## src/rtl/usb_tx_pkt_buffer_pkg.sv

```systemverilog
`default_nettype none
// +----------------------------------------------------------------------+
// | usb_tx_pkt_buffer_pkg                                                |
// | Shared PID codes, FSM state encoding and PID helpers.                |
// | Revision: 1.0                                                        |
// +----------------------------------------------------------------------+
package usb_tx_pkt_buffer_pkg;

  localparam logic [3:0] PID_OUT   = 4'b0001;
  localparam logic [3:0] PID_IN    = 4'b1001;
  localparam logic [3:0] PID_SETUP = 4'b1101;
  localparam logic [3:0] PID_DATA0 = 4'b0011;
  localparam logic [3:0] PID_DATA1 = 4'b1011;
  localparam logic [3:0] PID_ACK   = 4'b0010;
  localparam logic [3:0] PID_NAK   = 4'b1010;
  localparam logic [3:0] PID_STALL = 4'b1110;

  typedef enum logic [1:0] {
    ST_IDLE  = 2'd0,
    ST_SEND  = 2'd1,
    ST_DRAIN = 2'd2
  } state_e;

  // Only DATAx PIDs may carry a payload.
  function automatic logic pid_is_data(input logic [3:0] pid);
    return pid[1:0] == 2'b11;
  endfunction

endpackage
`default_nettype wire

```

## src/rtl/usb_tx_pkt_buffer_if.sv

```systemverilog
`default_nettype none
// +----------------------------------------------------------------------+
// | usb_tx_pkt_buffer_if                                                 |
// | Producer and serializer handshake bundle of the TX packet buffer.    |
// | Revision: 1.0                                                        |
// +----------------------------------------------------------------------+
interface usb_tx_pkt_buffer_if;
  logic       wr_en;
  logic [7:0] wr_data;
  logic       wr_full;
  logic       commit;
  logic [3:0] commit_pid;
  logic       commit_err;
  logic       abort;
  logic       busy;
  logic       pkt_start;
  logic [3:0] pid;
  logic       tx_data_avail;
  logic       tx_data_get;
  logic [7:0] tx_data;
  logic       pkt_end;
  logic       pkt_done;

  modport master (
    output wr_en, wr_data, commit, commit_pid, abort, tx_data_get, pkt_end,
    input  wr_full, commit_err, busy, pkt_start, pid, tx_data_avail, tx_data, pkt_done
  );

  modport slave (
    input  wr_en, wr_data, commit, commit_pid, abort, tx_data_get, pkt_end,
    output wr_full, commit_err, busy, pkt_start, pid, tx_data_avail, tx_data, pkt_done
  );
endinterface
`default_nettype wire

```

## src/rtl/usb_tx_pkt_buffer_fifo.sv

```systemverilog
`default_nettype none
// +----------------------------------------------------------------------+
// | usb_tx_pkt_buffer_fifo                                               |
// | Synchronous FWFT byte FIFO with registered head, level and flush.    |
// | Revision: 1.0                                                        |
// +----------------------------------------------------------------------+
module usb_tx_pkt_buffer_fifo #(
  parameter int DEPTH = 64,
  parameter int WIDTH = 8
) (
  input  logic                     clk_i,
  input  logic                     rst_ni,
  input  logic                     flush_i,
  input  logic                     push_i,
  input  logic [WIDTH-1:0]         din_i,
  input  logic                     pop_i,
  output logic [WIDTH-1:0]         dout_o,
  output logic [$clog2(DEPTH):0]   level_o
);
  localparam int c_aw = $clog2(DEPTH);
  localparam logic [c_aw:0] c_depth = (c_aw + 1)'(DEPTH);

  logic [WIDTH-1:0] mem_q [DEPTH];
  logic [c_aw-1:0]  wr_ptr_q, wr_ptr_d, rd_ptr_q, rd_ptr_d;
  logic [c_aw:0]    level_q, level_d;
  logic [WIDTH-1:0] dout_q, dout_d;
  logic             w_push_ok, w_pop_ok;

  always_comb begin
    w_push_ok = push_i && (level_q != c_depth) && !flush_i;
    w_pop_ok  = pop_i && (level_q != '0);
    wr_ptr_d  = wr_ptr_q + c_aw'(w_push_ok);
    rd_ptr_d  = rd_ptr_q + c_aw'(w_pop_ok);
    level_d   = level_q + (c_aw + 1)'(w_push_ok) - (c_aw + 1)'(w_pop_ok);
    // Head register looks ahead: a byte pushed into an otherwise empty slot becomes the head directly.
    if (level_d == '0) begin
      dout_d = '0;
    end else if (w_push_ok && (wr_ptr_q == rd_ptr_d)) begin
      dout_d = din_i;
    end else begin
      dout_d = mem_q[rd_ptr_d];
    end
    if (flush_i) begin
      wr_ptr_d = '0;
      rd_ptr_d = '0;
      level_d  = '0;
      dout_d   = '0;
    end
  end

  always_ff @(posedge clk_i) begin
    if (w_push_ok) begin
      mem_q[wr_ptr_q] <= din_i;
    end
  end

  always_ff @(posedge clk_i or negedge rst_ni) begin
    if (!rst_ni) begin
      wr_ptr_q <= '0;
      rd_ptr_q <= '0;
      level_q  <= '0;
      dout_q   <= '0;
    end else begin
      wr_ptr_q <= wr_ptr_d;
      rd_ptr_q <= rd_ptr_d;
      level_q  <= level_d;
      dout_q   <= dout_d;
    end
  end

  assign dout_o  = dout_q;
  assign level_o = level_q;

endmodule
`default_nettype wire

```

## src/rtl/usb_tx_pkt_buffer.sv

```systemverilog
`default_nettype none
// +----------------------------------------------------------------------+
// | usb_tx_pkt_buffer                                                    |
// | Stages committed packets and serves them to the USB FS serializer.   |
// | Revision: 1.0                                                        |
// +----------------------------------------------------------------------+
module usb_tx_pkt_buffer
  import usb_tx_pkt_buffer_pkg::*;
#(
  parameter int DEPTH   = 64,
  parameter int MAX_PKT = 64
) (
  input  logic                      clk_i,
  input  logic                      rst_ni,
  usb_tx_pkt_buffer_if.slave        bus_io
);
  localparam int c_cw = $clog2(DEPTH) + 1;
  localparam logic [c_cw-1:0] c_depth   = c_cw'(DEPTH);
  localparam logic [c_cw-1:0] c_max_pkt = c_cw'(MAX_PKT);

  state_e          state_q;
  logic [c_cw-1:0] wr_cnt_q, desc_len_q, remain_q;
  logic            desc_valid_q, pkt_start_q, pkt_done_q, commit_err_q;
  logic [3:0]      desc_pid_q, pid_q;

  logic [c_cw-1:0] w_level, w_cnt_next, w_remain_pop;
  logic [7:0]      w_head;
  logic            w_full, w_push_ok, w_pop, w_commit_bad;

  usb_tx_pkt_buffer_fifo #(
    .DEPTH (DEPTH),
    .WIDTH (8)
  ) u_fifo (
    .clk_i   (clk_i),
    .rst_ni  (rst_ni),
    .flush_i (bus_io.abort),
    .push_i  (bus_io.wr_en),
    .din_i   (bus_io.wr_data),
    .pop_i   (w_pop),
    .dout_o  (w_head),
    .level_o (w_level)
  );

  always_comb begin
    w_full     = (w_level == c_depth);
    w_push_ok  = bus_io.wr_en && !w_full;
    w_cnt_next = wr_cnt_q + c_cw'(w_push_ok);
    w_pop      = 1'b0;
    case (state_q)
      ST_SEND:  w_pop = bus_io.tx_data_get && (remain_q != '0);
      ST_DRAIN: w_pop = (remain_q != '0);
      default:  w_pop = 1'b0;
    endcase
    w_remain_pop = remain_q - c_cw'(w_pop);
    w_commit_bad = desc_valid_q || (w_cnt_next > c_max_pkt) ||
                   ((w_cnt_next != '0) && !pid_is_data(bus_io.commit_pid));
  end

  always_ff @(posedge clk_i or negedge rst_ni) begin
    if (!rst_ni) begin
      state_q      <= ST_IDLE;
      wr_cnt_q     <= '0;
      desc_valid_q <= 1'b0;
      desc_pid_q   <= '0;
      desc_len_q   <= '0;
      remain_q     <= '0;
      pid_q        <= '0;
      pkt_start_q  <= 1'b0;
      pkt_done_q   <= 1'b0;
      commit_err_q <= 1'b0;
    end else if (bus_io.abort) begin
      state_q      <= ST_IDLE;
      wr_cnt_q     <= '0;
      desc_valid_q <= 1'b0;
      desc_pid_q   <= '0;
      desc_len_q   <= '0;
      remain_q     <= '0;
      pid_q        <= '0;
      pkt_start_q  <= 1'b0;
      pkt_done_q   <= 1'b0;
      commit_err_q <= 1'b0;
    end else begin
      pkt_start_q  <= 1'b0;
      pkt_done_q   <= 1'b0;
      commit_err_q <= 1'b0;
      wr_cnt_q     <= w_cnt_next;
      case (state_q)
        ST_IDLE: begin
          if (desc_valid_q) begin
            pkt_start_q  <= 1'b1;
            pid_q        <= desc_pid_q;
            remain_q     <= desc_len_q;
            desc_valid_q <= 1'b0;
            state_q      <= ST_SEND;
          end
        end
        ST_SEND: begin
          remain_q <= w_remain_pop;
          if (bus_io.pkt_end) begin
            if (w_remain_pop == '0) begin
              pkt_done_q <= 1'b1;
              state_q    <= ST_IDLE;
            end else begin
              state_q <= ST_DRAIN;
            end
          end
        end
        ST_DRAIN: begin
          // Unserved bytes of a truncated packet are discarded one per cycle.
          remain_q <= w_remain_pop;
          if (w_remain_pop == '0) begin
            pkt_done_q <= 1'b1;
            state_q    <= ST_IDLE;
          end
        end
        default: state_q <= ST_IDLE;
      endcase
      if (bus_io.commit) begin
        if (w_commit_bad) begin
          commit_err_q <= 1'b1;
        end else begin
          desc_valid_q <= 1'b1;
          desc_pid_q   <= bus_io.commit_pid;
          desc_len_q   <= w_cnt_next;
          wr_cnt_q     <= '0;
        end
      end
    end
  end

  assign bus_io.wr_full       = w_full;
  assign bus_io.commit_err    = commit_err_q;
  assign bus_io.busy          = desc_valid_q || (state_q != ST_IDLE);
  assign bus_io.pkt_start     = pkt_start_q;
  assign bus_io.pid           = pid_q;
  assign bus_io.tx_data_avail = (state_q == ST_SEND) && (remain_q != '0);
  assign bus_io.tx_data       = w_head;
  assign bus_io.pkt_done      = pkt_done_q;

endmodule
`default_nettype wire
```

## src/flat_wrapper.sv

```systemverilog
// flat-port wrapper written by rule: the top's interface ports become plain ports
module usb_tx_pkt_buffer_flat import usb_tx_pkt_buffer_pkg::*;
#(
  parameter int DEPTH   = 64,
  parameter int MAX_PKT = 64
)
  (clk_i, rst_ni, bus_io_wr_en, bus_io_wr_data, bus_io_commit, bus_io_commit_pid, bus_io_abort, bus_io_tx_data_get, bus_io_pkt_end, bus_io_wr_full, bus_io_commit_err, bus_io_busy, bus_io_pkt_start, bus_io_pid, bus_io_tx_data_avail, bus_io_tx_data, bus_io_pkt_done);
  usb_tx_pkt_buffer_if bus_io_i ();
  input  logic clk_i;
  input  logic rst_ni;
  input wire logic [$bits(bus_io_i.wr_en)-1:0] bus_io_wr_en;
  input wire logic [$bits(bus_io_i.wr_data)-1:0] bus_io_wr_data;
  input wire logic [$bits(bus_io_i.commit)-1:0] bus_io_commit;
  input wire logic [$bits(bus_io_i.commit_pid)-1:0] bus_io_commit_pid;
  input wire logic [$bits(bus_io_i.abort)-1:0] bus_io_abort;
  input wire logic [$bits(bus_io_i.tx_data_get)-1:0] bus_io_tx_data_get;
  input wire logic [$bits(bus_io_i.pkt_end)-1:0] bus_io_pkt_end;
  output wire logic [$bits(bus_io_i.wr_full)-1:0] bus_io_wr_full;
  output wire logic [$bits(bus_io_i.commit_err)-1:0] bus_io_commit_err;
  output wire logic [$bits(bus_io_i.busy)-1:0] bus_io_busy;
  output wire logic [$bits(bus_io_i.pkt_start)-1:0] bus_io_pkt_start;
  output wire logic [$bits(bus_io_i.pid)-1:0] bus_io_pid;
  output wire logic [$bits(bus_io_i.tx_data_avail)-1:0] bus_io_tx_data_avail;
  output wire logic [$bits(bus_io_i.tx_data)-1:0] bus_io_tx_data;
  output wire logic [$bits(bus_io_i.pkt_done)-1:0] bus_io_pkt_done;
  assign bus_io_i.wr_en = bus_io_wr_en;
  assign bus_io_i.wr_data = bus_io_wr_data;
  assign bus_io_i.commit = bus_io_commit;
  assign bus_io_i.commit_pid = bus_io_commit_pid;
  assign bus_io_i.abort = bus_io_abort;
  assign bus_io_i.tx_data_get = bus_io_tx_data_get;
  assign bus_io_i.pkt_end = bus_io_pkt_end;
  assign bus_io_wr_full = bus_io_i.wr_full;
  assign bus_io_commit_err = bus_io_i.commit_err;
  assign bus_io_busy = bus_io_i.busy;
  assign bus_io_pkt_start = bus_io_i.pkt_start;
  assign bus_io_pid = bus_io_i.pid;
  assign bus_io_tx_data_avail = bus_io_i.tx_data_avail;
  assign bus_io_tx_data = bus_io_i.tx_data;
  assign bus_io_pkt_done = bus_io_i.pkt_done;
  usb_tx_pkt_buffer #(.DEPTH(DEPTH), .MAX_PKT(MAX_PKT)) u_core (.clk_i(clk_i), .rst_ni(rst_ni), .bus_io(bus_io_i));
endmodule
```

## config.mk

```make
export PLATFORM = sky130hd
export DESIGN_NAME = usb_tx_pkt_buffer_flat
export DESIGN_NICKNAME = d
export VERILOG_FILES = /design/src/rtl/usb_tx_pkt_buffer_pkg.sv /design/src/rtl/usb_tx_pkt_buffer_if.sv /design/src/rtl/usb_tx_pkt_buffer_fifo.sv /design/src/rtl/usb_tx_pkt_buffer.sv /design/src/flat_wrapper.sv
export SDC_FILE = /design/constraint.sdc
export NUM_CORES = 1
export LEC_CHECK = 0
export CAP_MARGIN = 10
export CORE_ASPECT_RATIO = 2
export CORE_MARGIN = 4
export CORE_UTILIZATION = 50
export DETAILED_ROUTE_END_ITERATION = 8
export MAX_ROUTING_LAYER = met4
export PLACE_DENSITY = 0.66
export SETUP_SLACK_MARGIN = 0.4
export SLEW_MARGIN = 40
export SYNTH_ARGS = -nofsm -noshare
export SYNTH_HDL_FRONTEND = slang
export SYNTH_SLANG_ARGS = --single-unit
```

## constraint.sdc

```tcl
create_clock -name clk_i -period 9.4 [get_ports clk_i]
set_input_delay 1.88 -clock clk_i [delete_from_list [all_inputs] [get_ports clk_i]]
set_output_delay 1.88 -clock clk_i [all_outputs]
set_load 0.05 [all_outputs]
```

==> impl_metrics.ini <==
[outcome]
outcome = finished clean

[yosys]
yosys.area.top_type_share = 0.657
synth_seq_cells = 574
yosys.area.top_type = edfxtp_1
synth-edff-count = 512
yosysSeqAreaShare = 0.723
yosys_warnings = 0
synth_area_mm2 = 0.0234
synth_flop_cell = edfxtp_1
synth_area_leaders = edfxtp_1 66%, mux4_2 11%, dfrtp_1 6.6%
syn_inst = 1309
yosys.cell_types.count = 61
synthArstFlopShare = 0.108
syn-num-nets = 1350
synth.avg_cell_area_um2 = 17.9

[clocking]
post_cts_buffers = 0
clk_pin_slew_worst_paths_ns = 0.07
ctsRootBufferMaster = clkbuf_16
clock_sinks = 574
clockBufferDepth = 3
worstSkewPairLatency_ns = 0.58
cts_buffers = 47
cts_tree = yes
cts.htree.levels = 2
holdBufCountCts = 0
ctsResizeCount = 0

[critical_path]
path_cells = clkdlybuf4s50_1, a21oi_1, nor3b_1, a21boi_0, ha_4, buf_12, buf_16, mux4_2, mux2i_1, nor2_1, a2111oi_0, a211o_1, a21oi_1
max_stage_delay_ns = 0.66
required_ns = 9.84
cp-startpoint = bus_io_tx_data_get
cpLargestDelayFamily = compound AO/OA/AOI/OAI gates
start_kind = primary input
rr_startpoint = u_core.remain_q[1]$_DFFE_PN0P_
path_class = primary input to flip-flop
cp.arrival_ns = 6.47
cpMostUsedCell = a21oi_1
path_max_fanout = 56
crit_slowest_cell = a2111oi_0
end_kind = flip-flop
worst-path-buf-inv = 3

[placement]
gp_congestion = 0.870
pre_cts_slack_ns = 2.71
place_area_mm2 = 0.0244
placed_cells = 1921
hpwl_mm = 34.7
io_buffers = 36

[die]
design.portCount = 37
rows = 111
start_util = 0.507
fp.dieW_um = 161
die_area_mm2 = 0.0505
core_mm2 = 0.0461
die_h_um = 314

[final_layout]
final_common_cell = edfxtp_1
antennaDiodeCount = 0
nets = 1391
synthToLayoutAreaGrowth_pct = 10.7
stdcell_count = 2003
layout_common_cells = 512 x edfxtp_1, 112 x mux4_2, 81 x nand2_1
design_area_mm2 = 0.0259
drive_gt1_frac = 0.195

[timing]
tns_ns = 0
holdWs_ns = 0.498
rsz0062_at_grt = no
min_period_over_period = 0.642
max_freq_ghz = 0.166
timing.max_slew.rel_slack = 0.363
drv_slew = 0
finalCriticalPeriod_ns = 6.03
fin_ws_ns = 3.37
finalHoldViolCount = 0
fin_worst_skew_ns = 0.0199
worstMarginPinSlew_ns = 0.947
finalSetupViolations = 0

[drt]
post_drt_wl_per_cell_um = 26.8
drtAntennaViolNets = 0
drc = 0
num_vias = 11900
dr.pass1.iters = 6
drt_iter0_markers = 1245
viasPerCell = 5.93
wirelength_mm = 53.7

[power]
combPwrFrac = 0.095
seq_power_share = 0.546
p_clk_frac = 0.360
internal_power_mw = 3.98
p_per_area_mw_per_mm2 = 202
peakVddDrop_mv = 0.140
p_switching_mw = 1.24
p_sw_frac = 0.237
p_leak_nw = 8.11

[grt]
grt_antenna_before_repair = 0
grt.overflow.total = 0
grt_pass1_wl_mm = 80.7
grt_max_degree = 66
grt_pass1_vias = 12500
track_usage = 0.222

[job]
cap_violations = 0

[hold_path]
hold_class = flip-flop to flip-flop
hp-start = u_core.desc_len_q[3]$_DFFE_PN0P_
-- cell usage after synthesis, drive strengths merged, types with 10 or more instances --
master and count:
nand2 81, xnor2 17, o21ai 15, clkbuf 23, mux4 112, buf 43, nor2b 21, a21oi 33
mux2 24, ha 21, dfrtp 62, nand2b 10, xor2 10, nor2 98, a2111oi 16, nand3 33
mux2i 35, inv 24, edfxtp 512
-- registers in the layout (all words and copies together), names as in the netlist, 4 cells and up --
name,count
u_core.wr_cnt_q,7
u_core.u_fifo.mem_q,512
u_core.desc_len_q,7
u_core.remain_q,7
u_core.u_fifo.dout_o,8
u_core.u_fifo.level_o,7
u_core.desc_pid_q,4
u_core.u_fifo.rd_ptr_q,6
u_core.bus_io.pid,4
u_core.u_fifo.wr_ptr_q,6
-- routing by layer --
layer	vias to the layer above	global-route usage	part of all wire
li1	5244	-	-
met1	6132	0.244	0.35
met2	385	0.399	0.55
met3	126	0.0241	0.042
met4	0	0.110	0.058
met5	-	-	0
-- logic make-up after synthesis --
family,Yosys count,synth area share
AOI/OAI and AO/OA,139,0.0412
xor gates and xnor gates,27,0.0120
adders and majority gates,22,0.0121
buffers and inverters,90,0.0191
DFF,574,0.723
muxes,171,0.134
and+or+nand+nor,286,0.0578
-- path summary, 6_finish.rpt --
check,slack (ns),end,cells after the start
max in group asynchronous,7.13,u_core.u_fifo.rd_ptr_q[1]$_DFF_PN0_,2
min,0.50,u_core.desc_len_q[3]$_DFFE_PN0P_,1
max,3.37,u_core.u_fifo.dout_o[0]$_DFF_PN0_,13
min in group asynchronous,1.28,u_core.desc_pid_q[2]$_DFFE_PN0P_,1
max reg2reg,3.95,u_core.u_fifo.dout_o[0]$_DFF_PN0_,14
min reg2reg,0.50,u_core.desc_len_q[3]$_DFFE_PN0P_,1
-- power groups by stage --
stage                     combinational, mW  sequential, mW  clock [mW]
after global routing                  0.535            2.85        2.01
after detailed placement              0.494            2.90           0
final                                 0.494            2.85        1.88
after floorplan                       0.272            2.94           0
after CTS                             0.497            2.85        1.90
after global placement                0.486            2.90           0
-- cell type report --
type	count	area (um2)
fillers	3551	20200
repair buffers	58	518
well taps	621	777
clock inverters	22	180
clock buffers	59	1240
multi-input cells	645	6160
flip-flops and latches	574	16900
inverters	24	90.1
-- per-stage QoR --
stage	total power, mW	utilization
floorplan	3.21	-
global placement	3.39	0.527
detailed placement	3.40	0.530
CTS	5.25	0.561
global route	5.40	0.562
finish	5.22	0.562
(Power assumes the default switching activity.)
